## config.mk

```make
export PLATFORM = sky130hd
export DESIGN_NAME = ula_seq
export DESIGN_NICKNAME = d
export VERILOG_FILES = /design/src/rtl/ula_pkg.sv /design/src/rtl/ula_muldiv_iter.sv /design/src/rtl/ula_seq.sv
export SDC_FILE = /design/constraint.sdc
export NUM_CORES = 1
export LEC_CHECK = 0
export ABC_CLOCK_PERIOD_IN_PS = 4600
export CORE_UTILIZATION = 65
export CTS_BUF_LIST = sky130_fd_sc_hd__clkbuf_8
export CTS_CLUSTER_DIAMETER = 200
export DETAILED_ROUTE_END_ITERATION = 10
export HOLD_SLACK_MARGIN = 0.06
export PLACE_DENSITY = 0.95
export RECOVER_POWER = 25
export SLEW_MARGIN = 20
export SYNTH_ARGS = -nofsm -noshare
export SYNTH_HDL_FRONTEND = slang
export SYNTH_SLANG_ARGS = --single-unit
export TNS_END_PERCENT = 20
```

## constraint.sdc

```tcl
create_clock -name clk -period 4.6 [get_ports clk]
set_input_delay 0.92 -clock clk [delete_from_list [all_inputs] [get_ports clk]]
set_output_delay 0.92 -clock clk [all_outputs]
set_load 0.01 [all_outputs]
```

## src/rtl/ula_pkg.sv

```systemverilog
// rtl/ula_pkg.sv - opcodes, FSM states and flag-bank ordering shared by the ULA and its control unit
package ula_pkg;

  localparam logic [3:0] ULA_ADD   = 4'd0;
  localparam logic [3:0] ULA_SUB   = 4'd1;
  localparam logic [3:0] ULA_AND   = 4'd2;
  localparam logic [3:0] ULA_OR    = 4'd3;
  localparam logic [3:0] ULA_NOT   = 4'd4;
  localparam logic [3:0] ULA_SHL   = 4'd5;
  localparam logic [3:0] ULA_PASSA = 4'd6;
  localparam logic [3:0] ULA_PASSB = 4'd7;
  localparam logic [3:0] ULA_MUL   = 4'd8;
  localparam logic [3:0] ULA_DIV   = 4'd9;

  typedef enum logic [1:0] {
    IDLE     = 2'd0,
    MUL_ITER = 2'd1,
    DIV_ITER = 2'd2,
    DONE     = 2'd3
  } state_t;

  // Bit positions in the flag bank; the control unit indexes flags with these.
  localparam int FLAG_ZERO  = 0;
  localparam int FLAG_NEG   = 1;
  localparam int FLAG_CARRY = 2;
  localparam int FLAG_OVF   = 3;
  localparam int FLAG_MAIOR = 4;
  localparam int FLAG_MENOR = 5;
  localparam int FLAG_IGUAL = 6;
  localparam int FLAG_DIVZ  = 7;
  localparam int NUM_FLAGS  = 8;

  // cmp is {maior, menor, igual}
  function automatic logic [NUM_FLAGS-1:0] pack_flags(input logic zero, input logic neg,
                                                      input logic carry, input logic ovf,
                                                      input logic [2:0] cmp, input logic div_zero);
    logic [NUM_FLAGS-1:0] f;
    f             = '0;
    f[FLAG_ZERO]  = zero;
    f[FLAG_NEG]   = neg;
    f[FLAG_CARRY] = carry;
    f[FLAG_OVF]   = ovf;
    f[FLAG_MAIOR] = cmp[2];
    f[FLAG_MENOR] = cmp[1];
    f[FLAG_IGUAL] = cmp[0];
    f[FLAG_DIVZ]  = div_zero;
    return f;
  endfunction

endpackage

```

## src/rtl/ula_muldiv_iter.sv

```systemverilog
// rtl/ula_muldiv_iter.sv - shared accumulator/shift/counter datapath for shift-add MUL and restoring DIV
module ula_muldiv_iter #(
  parameter int WIDTH = 8,
  localparam int CNT_W = $clog2(WIDTH + 1)
) (
  input  logic             clk,
  input  logic             reset,
  input  logic             load,
  input  logic             load_div,
  input  logic             step,
  input  logic [WIDTH-1:0] a,
  input  logic [WIDTH-1:0] b,
  output logic [WIDTH-1:0] lo_next,
  output logic [WIDTH-1:0] hi_next,
  output logic [CNT_W-1:0] cnt
);

  logic [WIDTH-1:0] lo, hi, m;
  logic             is_div;
  logic [WIDTH:0]   sum, shifted;
  logic [WIDTH-1:0] diff;
  logic             ge;

  // lo starts as the multiplier / dividend and ends as product-low / quotient.
  always_comb begin
    sum     = {1'b0, hi} + (lo[0] ? {1'b0, m} : '0);
    shifted = {hi, lo[WIDTH-1]};
    ge      = shifted >= {1'b0, m};
    // When ge holds the difference is below m, so the low WIDTH bits are exact.
    diff    = shifted[WIDTH-1:0] - m;
    if (is_div) begin
      lo_next = {lo[WIDTH-2:0], ge};
      hi_next = ge ? diff : shifted[WIDTH-1:0];
    end else begin
      lo_next = {sum[0], lo[WIDTH-1:1]};
      hi_next = sum[WIDTH:1];
    end
  end

  always_ff @(posedge clk) begin
    if (reset) begin
      lo     <= '0;
      hi     <= '0;
      m      <= '0;
      is_div <= 1'b0;
      cnt    <= '0;
    end else if (load) begin
      lo     <= a;
      hi     <= '0;
      m      <= b;
      is_div <= load_div;
      cnt    <= '0;
    end else if (step) begin
      lo  <= lo_next;
      hi  <= hi_next;
      cnt <= cnt + CNT_W'(1);
    end
  end

endmodule

```

## src/rtl/ula_seq.sv

```systemverilog
// rtl/ula_seq.sv - registered ULA with start/done handshake, flag bank and iterative MUL/DIV
module ula_seq
  import ula_pkg::*;
#(
  parameter int WIDTH = 8,
  localparam int CNT_W = $clog2(WIDTH + 1)
) (
  input  logic             clk,
  input  logic             reset,
  input  logic             start,
  input  logic [3:0]       cod,
  input  logic [WIDTH-1:0] A,
  input  logic [WIDTH-1:0] B,
  output logic             busy,
  output logic             done,
  output logic [WIDTH-1:0] C,
  output logic [WIDTH-1:0] C_hi,
  output logic             zero,
  output logic             negativo,
  output logic             Carry,
  output logic             overflow,
  output logic             maior,
  output logic             menor,
  output logic             igual,
  output logic             div_zero
);

  state_t               state;
  logic [NUM_FLAGS-1:0] flags;
  logic [2:0]           cmp, cmp_q;
  logic                 is_mul, is_div, div_by0, load, step, last;
  logic [WIDTH-1:0]     lo_next, hi_next;
  logic [CNT_W-1:0]     cnt;
  logic [WIDTH:0]       add, sub;
  logic [WIDTH-1:0]     s_c, s_chi;
  logic                 s_carry, s_ovf, s_neg, s_dz;
  logic [NUM_FLAGS-1:0] s_flags;

  assign is_mul  = (cod == ULA_MUL);
  assign is_div  = (cod == ULA_DIV);
  assign div_by0 = is_div && (B == '0);
  assign load    = (state == IDLE || state == DONE) && start && (is_mul || (is_div && !div_by0));
  assign step    = (state == MUL_ITER) || (state == DIV_ITER);
  assign last    = (cnt == CNT_W'(WIDTH - 1));

  ula_muldiv_iter #(.WIDTH(WIDTH)) u_iter (
    .clk      (clk),
    .reset    (reset),
    .load     (load),
    .load_div (is_div),
    .step     (step),
    .a        (A),
    .b        (B),
    .lo_next  (lo_next),
    .hi_next  (hi_next),
    .cnt      (cnt)
  );

  always_comb begin
    add     = {1'b0, A} + {1'b0, B};
    sub     = {1'b0, A} - {1'b0, B};
    cmp     = {A > B, A < B, A == B};
    s_c     = A;
    s_chi   = '0;
    s_carry = 1'b0;
    s_ovf   = 1'b0;
    s_neg   = 1'b0;
    s_dz    = 1'b0;
    case (cod)
      ULA_ADD: begin
        s_c     = add[WIDTH-1:0];
        s_carry = add[WIDTH];
        s_ovf   = (A[WIDTH-1] == B[WIDTH-1]) && (add[WIDTH-1] != A[WIDTH-1]);
      end
      ULA_SUB: begin
        s_c     = sub[WIDTH-1:0];
        s_carry = sub[WIDTH];
        s_neg   = sub[WIDTH];
        s_ovf   = (A[WIDTH-1] != B[WIDTH-1]) && (sub[WIDTH-1] != A[WIDTH-1]);
      end
      ULA_AND:   s_c = A & B;
      ULA_OR:    s_c = A | B;
      ULA_NOT:   s_c = ~A;
      ULA_SHL: begin
        s_c     = {A[WIDTH-2:0], 1'b0};
        s_carry = A[WIDTH-1];
      end
      ULA_PASSB: s_c = B;
      // Only the B=0 divide takes the single-cycle path.
      ULA_DIV: begin
        s_c   = '1;
        s_chi = A;
        s_dz  = 1'b1;
      end
      default:   s_c = A;
    endcase
    s_flags = pack_flags((s_c == '0) && (s_chi == '0), s_neg, s_carry, s_ovf, cmp, s_dz);
  end

  always_ff @(posedge clk) begin
    if (reset) begin
      state <= IDLE;
      busy  <= 1'b0;
      done  <= 1'b0;
      C     <= '0;
      C_hi  <= '0;
      flags <= '0;
      cmp_q <= '0;
    end else begin
      done <= 1'b0;
      case (state)
        IDLE, DONE: begin
          if (start) begin
            cmp_q <= cmp;
            if (is_mul) begin
              state <= MUL_ITER;
              busy  <= 1'b1;
            end else if (is_div && !div_by0) begin
              state <= DIV_ITER;
              busy  <= 1'b1;
            end else begin
              state <= DONE;
              done  <= 1'b1;
              C     <= s_c;
              C_hi  <= s_chi;
              flags <= s_flags;
            end
          end else begin
            state <= IDLE;
          end
        end
        MUL_ITER, DIV_ITER: begin
          if (last) begin
            state <= DONE;
            busy  <= 1'b0;
            done  <= 1'b1;
            C     <= lo_next;
            C_hi  <= hi_next;
            flags <= pack_flags((lo_next == '0) && (hi_next == '0), 1'b0, 1'b0, 1'b0, cmp_q, 1'b0);
          end
        end
        default: state <= IDLE;
      endcase
    end
  end

  assign zero     = flags[FLAG_ZERO];
  assign negativo = flags[FLAG_NEG];
  assign Carry    = flags[FLAG_CARRY];
  assign overflow = flags[FLAG_OVF];
  assign maior    = flags[FLAG_MAIOR];
  assign menor    = flags[FLAG_MENOR];
  assign igual    = flags[FLAG_IGUAL];
  assign div_zero = flags[FLAG_DIVZ];

endmodule

```

## Word level (Yosys, flattened, before mapping)

Cells that the tools add are included.

| storage, ports and cells | value |
|---|---|
| register bits after elaboration | 60 |
| input bits | 23 |
| output and inout bits | 26 |
| word-level logic and storage cells | 113 |

| operators by class | value |
|---|---|
| add/sub/neg operators | 5 |
| $lt $le $gt $ge | 3 |
| equality and inequality tests | 22 |
| multiplexer cells | 42 |
| bitwise operators | 3 |
| reductions and logical operators | 26 |

Operator list:

| kind | number |
|---|---|
| 2-to-1 mux 8 bit | 19 |
| case mux 8 bit (8 select lines) | 1 |
| case mux 8 bit (2 select lines) | 3 |
| zero test 8 bit | 5 |
| equality test 4 x 3 -> 1 bit (second input constant) | 4 |
| 2-to-1 mux 1 bit | 11 |
| adder 8 x 8 -> 9 bit | 1 |
| adder 8 x 9 -> 9 bit | 1 |
| greater-or-equal comparator 9 x 8 -> 1 bit | 1 |
| subtractor 8 x 8 -> 9 bit | 1 |
| AND 8 bit | 1 |
| equality test 4 x 2 -> 1 bit (second input constant) | 2 |
| equality test 4 bit (second input constant) | 2 |
| equality test 8 bit | 1 |
| greater-than comparator 8 bit | 1 |
| logical AND 1 bit | 8 |
| < comparator 8 bit | 1 |
| inequality test 2 bit (second input constant) | 4 |
| inverter 8 bit | 1 |
| OR 8 bit | 1 |
| subtractor 8 bit | 1 |
| 2-to-1 mux 2 bit | 3 |
| case mux 1 bit (2 select lines) | 3 |
| OR reduction 2 bit | 3 |
| 17 further kinds | 22 |

## Longest topological paths before layout

Gate-level depths: netlist of the first run.

| logic depth | value |
|---|---|
| depth after elaboration | 8 |
| gate-level depth with buffers | 11 |
| gate-level depth less buffers | 11 |

## Hierarchy

A second synthesis of the first run with hierarchy kept.

| second synthesis, totals | value |
|---|---|
| cells, all modules | 677 |
| area total of the unflattened synthesis | 5215.0 µm² |

By module, submodules not included:

| module | instances | cells each | area an instance (µm²) | sequential area each (µm²) |
|---|---|---|---|---|
| ula_seq | 1 | 403 | 3037.9 | 620.6 |
| ula_muldiv_iter | 1 | 274 | 2177.1 | 580.6 |

## Least setup slack after synthesis of the first run

No wires, ideal clock.

| timing | value |
|---|---|
| path kind | in2reg |
| from | input port A[0] |
| to | register flags[0] |
| setup time | 0.058 ns |
| arrival time | 3.159 ns |
| required time | 4.542 ns |
| setup slack | 1.383 ns |
| cell stages on the path | 11 |
| buffers on the path | 0 |
| cells stage by stage | inv_1 ha_1 fa_1 or2_2 a22o_1 xnor2_1 o211ai_1 o22a_1 or4_1 o21ai_1 a31o_2 |

| on the way | value |
|---|---|
| cells in the longest elaborated chain, start to end | 8 |
| elaborated cells between the ends (all ways) | 14 |
| classes of those cells | add/sub: 2; mux: 6; bitwise: 3; reduce/logical: 3 |

Ends and longest elaborated chain:

| element | line | text |
|---|---|---|
| start, declared | ula_seq.sv:12 | `input logic [WIDTH-1:0] A,` |
| subtractor 8 x 8 -> 9 bit, or another cell as far along | ula_seq.sv:61 | `sub = {1'b0, A} - {1'b0, B};` |
| case mux 8 bit (8 select lines) | ula_seq.sv:69 | `case (cod)` |
| zero test 8 bit | ula_seq.sv:97 | `s_flags = pack_flags((s_c == '0) && (s_chi == '0), s_neg, s_carry, s_ovf, cmp, s_dz);` |
| logical AND 1 bit (*) | ula_seq.sv:97 |  |
| 2-to-1 mux 8 bit (*) | ula_seq.sv:118 | `end else if (is_div && !div_by0) begin` |
| 2-to-1 mux 8 bit (*) | ula_seq.sv:115 | `if (is_mul) begin` |
| 2-to-1 mux 8 bit (*) | ula_seq.sv:113 | `if (start) begin` |
| case mux 8 bit (2 select lines) (*) | ula_seq.sv:111 | `case (state)` |
| end signal, assigned | ula_seq.sv:126 | `flags <= s_flags;` |
| end signal, assigned | ula_seq.sv:139 | `flags <= pack_flags((lo_next == '0) && (hi_next == '0), 1'b0, 1'b0, 1'b0, cmp_q, 1'b0);` |
| end, declared | ula_seq.sv:29 | `logic [NUM_FLAGS-1:0] flags;` |

Every way passes the cells marked *; elsewhere a longest branch is shown, timed or not. The select of a mux whose other input is x is not followed.
A chain may end at the register's enable or synchronous reset.

## Worst setup path after layout of the first run

Ends and elaborated chain as after synthesis.

==> summary.md, run 1 <==
| Metric | Value |
|---|---|
| Status | `completed` |
| Critical Path AT | `4090 ps` |
| Fin util | `78.0%` |
| Logic gate share of total power | `36.3%` |
| Critical Path End Type | `register` |
| Netlist cell types | `70` |
| Reg power frac | `35.0%` |
| Number of vias in the routed layout | `5452` |
| Fin area | `5720 µm²` |
| # IOs | `49` |
| Setup repair bufs after CTS | `0` |
| Drt total wl | `16.3 mm` |
| Switching part of the total | `38.1%` |
| Synth Register Bits | `60` |
| Number of port buffers | `48` |
| # resized after CTS | `0` |
| DRT Pass-1 Iters | `6` |
| Fin crit share | `82.4%` |
| Achievable Freq | `0.264 GHz` |
| Worst slack at placement | `511 ps` |
| Yosys top cell by area | `dfxtp_1` |
| NumNets Final | `758` |
| Final hold violations | `0` |
| CTS max path bufs | `2` |
| Buf/Inv on CP | `2` |
| R2R Path Start | `u_iter.hi[4]` |
| Worst path cell trace | `clkdlybuf4s50_1 -> inv_1 -> ha_1 -> fa_1 -> or2_2 -> a22o_1 -> xnor2_1 -> o211ai_1 -> o22a_1 -> or4_1 -> o21ai_1 -> a31o_2` |
| Worst Setup Path Type | `in -> reg` |
| Synth area leaders | `dfxtp_1 24%, ha_1 10%, nor2_1 6.1%` |
| HPWL Detailed | `11.5 mm` |
| WHS | `465 ps` |
| PnR Total Power | `1.72 mW` |
| Register area share after synthesis | `24.2%` |
| CTS Buf Count | `9` |
| Final setup vio count | `0` |
| Std-Cell Rows | `31` |
| Crit. Startpoint | `A[0]` |
| CP max-delay cell | `clkdlybuf4s50_1` |
| DR DRC count | `0` |
| Final min period | `3790 ps` |
| Root Buffer | `clkbuf_8` |
| HP Class | `reg -> reg` |
| CTS clock-pin slew for the worst setup and hold paths | `80 ps` |
| DP Cell Count | `778` |
| Clock power frac | `28.6%` |
| Area growth from synthesis to layout | `15.0%` |
| Detailed Route Iter0 Violations | `800` |
| Hold path startpoint | `cmp_q[0]` |
| Non-Filler Instances | `794` |
| Slew HR | `32.6%` |
| GRT Total Usage | `42.2%` |
| Antenna diodes | `0` |
| Worst Path Required | `4900 ps` |
| Clk Latency, worst-skew pair | `350 ps` |
| Max VDD drop | `0.246 mV` |
| Power Dens Cells | `300 nW/µm²` |
| Actual slew at the worst max-slew pin | `1010 ps` |
| Yosys warning count | `0` |
| Chip width | `89.4 µm` |
| H-tree levels | `3` |
| Area occupied by multi-input gates | `3470 µm²` |
| Switching pwr | `0.654 mW` |
| Largest net degree at the start of global routing | `51` |
| Drt via density | `6.87` |
| CTS tree | `built` |
| Hold_buf cts | `0` |
| Setup ws final | `808 ps` |
| # fillers | `497` |
| Die Area | `8000 µm²` |
| Synth Instances | `659` |
| Startpoint types | `input port` |
| Synthesized area | `4970 µm²` |
| Slew Limit Fails | `0` |
| Post-Place Cell Area | `5520 µm²` |
| Share of post-route cells with drive strength above 1 | `6.62%` |
| Reg area | `1200 µm²` |
| Vias in the first global route | `4946` |
| Remaining antenna violation count | `0` |
| Routability Congestion | `1.01` |
| Post-synth top area share | `24.2%` |
| RSZ-0062 raised after global routing | `false` |
| LEAKAGE | `2.24 nW` |
| Core box area | `7330 µm²` |
| Crit path largest cell delay | `600 ps` |
| Die span in y | `89.4 µm` |
| Remaining global-route overflow | `0` |
| Synth Net Count | `727` |
| Most frequent cell after synthesis | `nor2_1` |
| Clock Skews | `12.5 ps` |
| Syn Area/Cell | `7.54 µm²` |
| Number of max-cap violations | `0` |
| Cell internal pwr | `1.06 mW` |
| Main synth FF type | `dfxtp_1` |
| CP top delay family | `compound AO/OA/AOI/OAI gates` |
| Post-synth EDFFs | `0` |
| Crit Path Max Fanout | `7` |
| Routed wire length per instance | `20.5 µm` |
| Ys async rst share | `0%` |
| Setup TNS | `0 ps` |
| Most frequent cells after synthesis | `81 x nor2_1, 60 x dfxtp_1, 60 x nand2_1` |
| Initial antenna violation count | `0` |
| Starting density of the core | `67.8%` |
| First-pass GRT wire length | `25.1 mm` |
| Clock Sinks | `60` |
worst register-to-register path: stages, from the launching register on:
cell and delay [ps]:
dfxtp_1 500, ha_1 340, and4_1 250, and2_1 160, a221oi_1 480, buf_4 270
nor2b_1 80, a211oi_1 370, nor4b_1 490, a31o_2 230
registers in the layout, summed over array words and instances (netlist names):
| signal | flops |
|---|---|
| C | 8 |
| C_hi | 8 |
| flags | 8 |
| u_iter.hi | 8 |
| u_iter.lo | 8 |
| u_iter.m | 8 |
| u_iter.cnt | 4 |
| cmp_q | 3 |
| state | 2 |
| busy | 1 |
| done | 1 |
| u_iter.is_div | 1 |
power groups by stage:
| stage | registers [mW] | logic, mW | clock network [mW] |
|---|---|---|---|
| finish | 0.601 | 0.624 | 0.491 |
| global route | 0.606 | 0.669 | 0.514 |
| CTS | 0.599 | 0.611 | 0.486 |
| detailed placement | 0.610 | 0.604 | 0 |
| global placement | 0.607 | 0.591 | 0 |
| floorplan | 0.611 | 0.390 | 0 |
path summary, 6_finish.rpt:
check / endpoint / cells after the start / slack (ps)
setup / recovery: flags[0] / 12 / 810
hold / removal: cmp_q[0] / 2 / 470
setup reg to reg: flags[0] / 9 / 1370
hold reg to reg: cmp_q[0] / 2 / 470
layer usage:
metal	global-route usage [%]	share of wire, %	vias to the layer above
met5	0	0	-
met4	24.7	5.3	0
met3	13.4	10	84
met2	67.2	46	368
met1	49.9	39	2531
li1	-	-	2469
cell families after synthesis:
logic type | share of synthesized area [%]
mux | 4.76
flops | 24.2
fa+ha+maj | 11.9
simple gates | 23.0
xor+xnor | 3.32
buf+inv | 6.12
compound gates | 26.7
cells in the final DEF, fill, tap and decap left out, types with 6 or more instances in the layout:
master / count
buf_4: 13
o21a_1: 9
dlygate4sd3_1: 21
dfxtp_1: 60
a211oi_1: 15
xnor2_1: 10
mux2i_1: 18
a221oi_1: 9
nand3_1: 9
nor2_1: 81
o21ai_0: 31
ha_1: 41
a21oi_1: 54
a22oi_1: 9
nand2b_1: 8
nor3_1: 19
nand2_1: 60
a31oi_1: 10
or3_1: 6
xor2_1: 6
nor4_1: 7
clkbuf_8: 9
clkdlybuf4s50_1: 27
and2_1: 10
inv_1: 37
o211ai_1: 9
nor2b_1: 9
area by class of cell:
type	instances	area share, %
clock buffers	9	2.17
clock inverters	7	1.31
inverters	37	2.43
multi-input cells	521	60.8
flip-flops and latches	60	21.0
well taps	99	2.17
repair buffers	61	10.1
(Power assumes the default switching activity.)
==> run 2: changes to the inputs <==
Settings changed: ABC_CLOCK_PERIOD_IN_PS 4600 to 3350, CORE_UTILIZATION 65 to 54, PLACE_DENSITY 0.95 to 0.91.
Clock period 4.6 ns to 3.35 ns, I/O delays scaled along.
==> summary.md, run 2 (synthesized netlist as in run 1, its figures left out) <==
| Metric | Value |
|---|---|
| CTS tree | `built` |
| Achievable Freq | `0.308 GHz` |
| Commonest cells after routing, fill and taps aside | `81 x nor2_1, 60 x dfxtp_1, 60 x nand2_1` |
| Die Area | `9590 µm²` |
| Chip width | `97.9 µm` |
| Std-Cell Rows | `34` |
| Antenna diodes | `0` |
| Startpoint types | `input port` |
| Hold_buf cts | `0` |
| CP top delay family | `compound AO/OA/AOI/OAI gates` |
| Detailed Route Iter0 Violations | `670` |
| CTS max path bufs | `2` |
| PnR Total Power | `2.41 mW` |
| Share of post-route cells with drive strength above 1 | `12.1%` |
| Worst hold endpoint | `cmp_q[0]` |
| Number of vias in the routed layout | `5746` |
| CP max-delay cell | `clkdlybuf4s50_1` |
| GRT Total Usage | `34.0%` |
| CTS clock-pin slew for the worst setup and hold paths | `70 ps` |
| H-tree levels | `3` |
| Clock power frac | `27.8%` |
| Commonest non-fill, non-tap cell in the layout | `nor2_1` |
| RR Endpoint | `flags[0]` |
| Worst Setup Path Type | `in -> reg` |
| Remaining antenna violation count | `0` |
| Starting density of the core | `56.4%` |
| Routability Congestion | `0.971` |
| Largest net degree at the start of global routing | `50` |
| Die span in y | `97.9 µm` |
| Setup TNS | `0 ps` |
| Number of port buffers | `48` |
| HP Class | `reg -> reg` |
| DR DRC count | `0` |
| RSZ-0062 raised after global routing | `false` |
| First-pass GRT wire length | `26.3 mm` |
| Number of max-cap violations | `0` |
| Remaining global-route overflow | `0` |
| Worst Path Required | `3650 ps` |
| Met1 wire length | `5.94 mm` |
| Actual slew at the worst max-slew pin | `1000 ps` |
| Core box area | `8810 µm²` |
| Switching part of the total | `36.1%` |
| Cell internal pwr | `1.54 mW` |
| Max VDD drop | `0.345 mV` |
| Slew Limit Fails | `0` |
| Critical Path End Type | `register` |
| Root Buffer | `clkbuf_8` |
| Final hold violations | `0` |
| Clk Latency, worst-skew pair | `350 ps` |
| Power Dens Cells | `395 nW/µm²` |
| Crit Path Max Fanout | `3` |
| Clock Skews | `7.32 ps` |
| Vias in the first global route | `5441` |
| Hold Crit Depth | `2` |
| Setup repair bufs after CTS | `0` |
| R2R Path Start | `u_iter.lo[0]` |
| # IOs | `49` |
| # fillers | `600` |
| CTS Buf Count | `9` |
| Final min period | `3250 ps` |
| Reg power frac | `34.3%` |
| Reg area | `1200 µm²` |
| Critical Path AT | `3550 ps` |
| Worst path cell trace | `clkdlybuf4s50_1 -> ha_1 -> fa_1 -> xnor2_1 -> o21ai_0 -> a221oi_1 -> o211ai_1 -> a2111o_1 -> or4_1 -> o21ai_1 -> a31o_2` |
| Slew HR | `33.2%` |
| Area occupied by multi-input gates | `3480 µm²` |
| Routed wire length per instance | `19.0 µm` |
| Fin crit share | `97.0%` |
| Status | `completed` |
| Hold path startpoint | `cmp_q[0]` |
| # resized after CTS | `0` |
| Top Layer Used | `met4` |
| Crit. Startpoint | `B[0]` |
| DRT Pass-1 Iters | `9` |
| Worst R2R Setup Slack | `230 ps` |
| Drt total wl | `16.1 mm` |
| Area growth from synthesis to layout | `22.7%` |
| Initial antenna violation count | `0` |
| HPWL Detailed | `11.8 mm` |
| Register-to-Register Path Depth | `11` |
| Clock Sinks | `60` |
| Logic gate share of total power | `37.9%` |
| Drt via density | `6.79` |
| DR WL met3 | `1.71 mm` |
| NumNets Final | `801` |
| DR WL met2 | `7.49 mm` |
| Switching pwr | `0.869 mW` |
| Final setup vio count | `0` |
| Crit path largest cell delay | `470 ps` |
| LEAKAGE | `2.47 nW` |
| Buf/Inv on CP | `1` |
-- run 2: changes by cell type in the layout (fill, tap and decap cells not counted), sizes merged --
cell	before	now
dlymetal6s2s	0	1
clkbuf	9	11
clkinv	5	2
clkinvlp	0	1
clkdlybuf4s50	27	26
buf	13	56
-- run 2: stage by stage --
stage,instances,util (%),setup slack [ps],hold WS [ps],cell area [µm²]
after floorplan,659,-,383,432,4970
after global placement,830,66.9,-229,446,5890
after detailed placement,830,66.9,-319,453,5890
after CTS,846,69.2,29.2,463,6090
after global routing,846,69.2,5.52,485,6100
final,846,69.2,100,464,6100
-- run 2: cell type report --
type                       instances  area share, %
sequential                        60           19.7
inverter                          37           2.28
tap                              108           2.22
multi-input combinational        521           57.0
clock buffer                      11           2.48
clock inverter                     5          0.842
timing repair buffer             104           15.4
-- run 2: how the worst max path moves through the flow --
stage / to / slack, ps / cells after the start
floorplan: flags[0] / 380 / 11
global placement: flags[0] / -230 / 12
detailed placement: flags[0] / -320 / 12
CTS: flags[0] / 30 / 12
global route: flags[0] / 6 / 11
finish: flags[0] / 100 / 11
-- run 2: worst register-to-register path, cell delays in order (launching register included) --
cell	delay, ps
dfxtp_1	420
and2_1	200
ha_1	220
fa_1	470
a211oi_1	250
o21bai_1	120
a21oi_1	230
nor2b_1	70
o21ai_0	140
a22oi_1	120
nor4b_1	590
a31o_2	240
-- run 2: power by group through the flow --
stage | logic (mW) | registers [mW] | clock network [mW]
floorplan | 0.536 | 0.839 | 0
global placement | 0.855 | 0.833 | 0
detailed placement | 0.889 | 0.836 | 0
CTS | 0.899 | 0.823 | 0.667
global route | 0.978 | 0.829 | 0.694
finish | 0.914 | 0.825 | 0.670
-- run 2: per-layer routing --
metal | vias up | global-route usage, %
li1 | 2534 | -
met1 | 2645 | 39.9
met2 | 460 | 57.6
met3 | 107 | 6.59
met4 | 0 | 20.2
met5 | - | 0
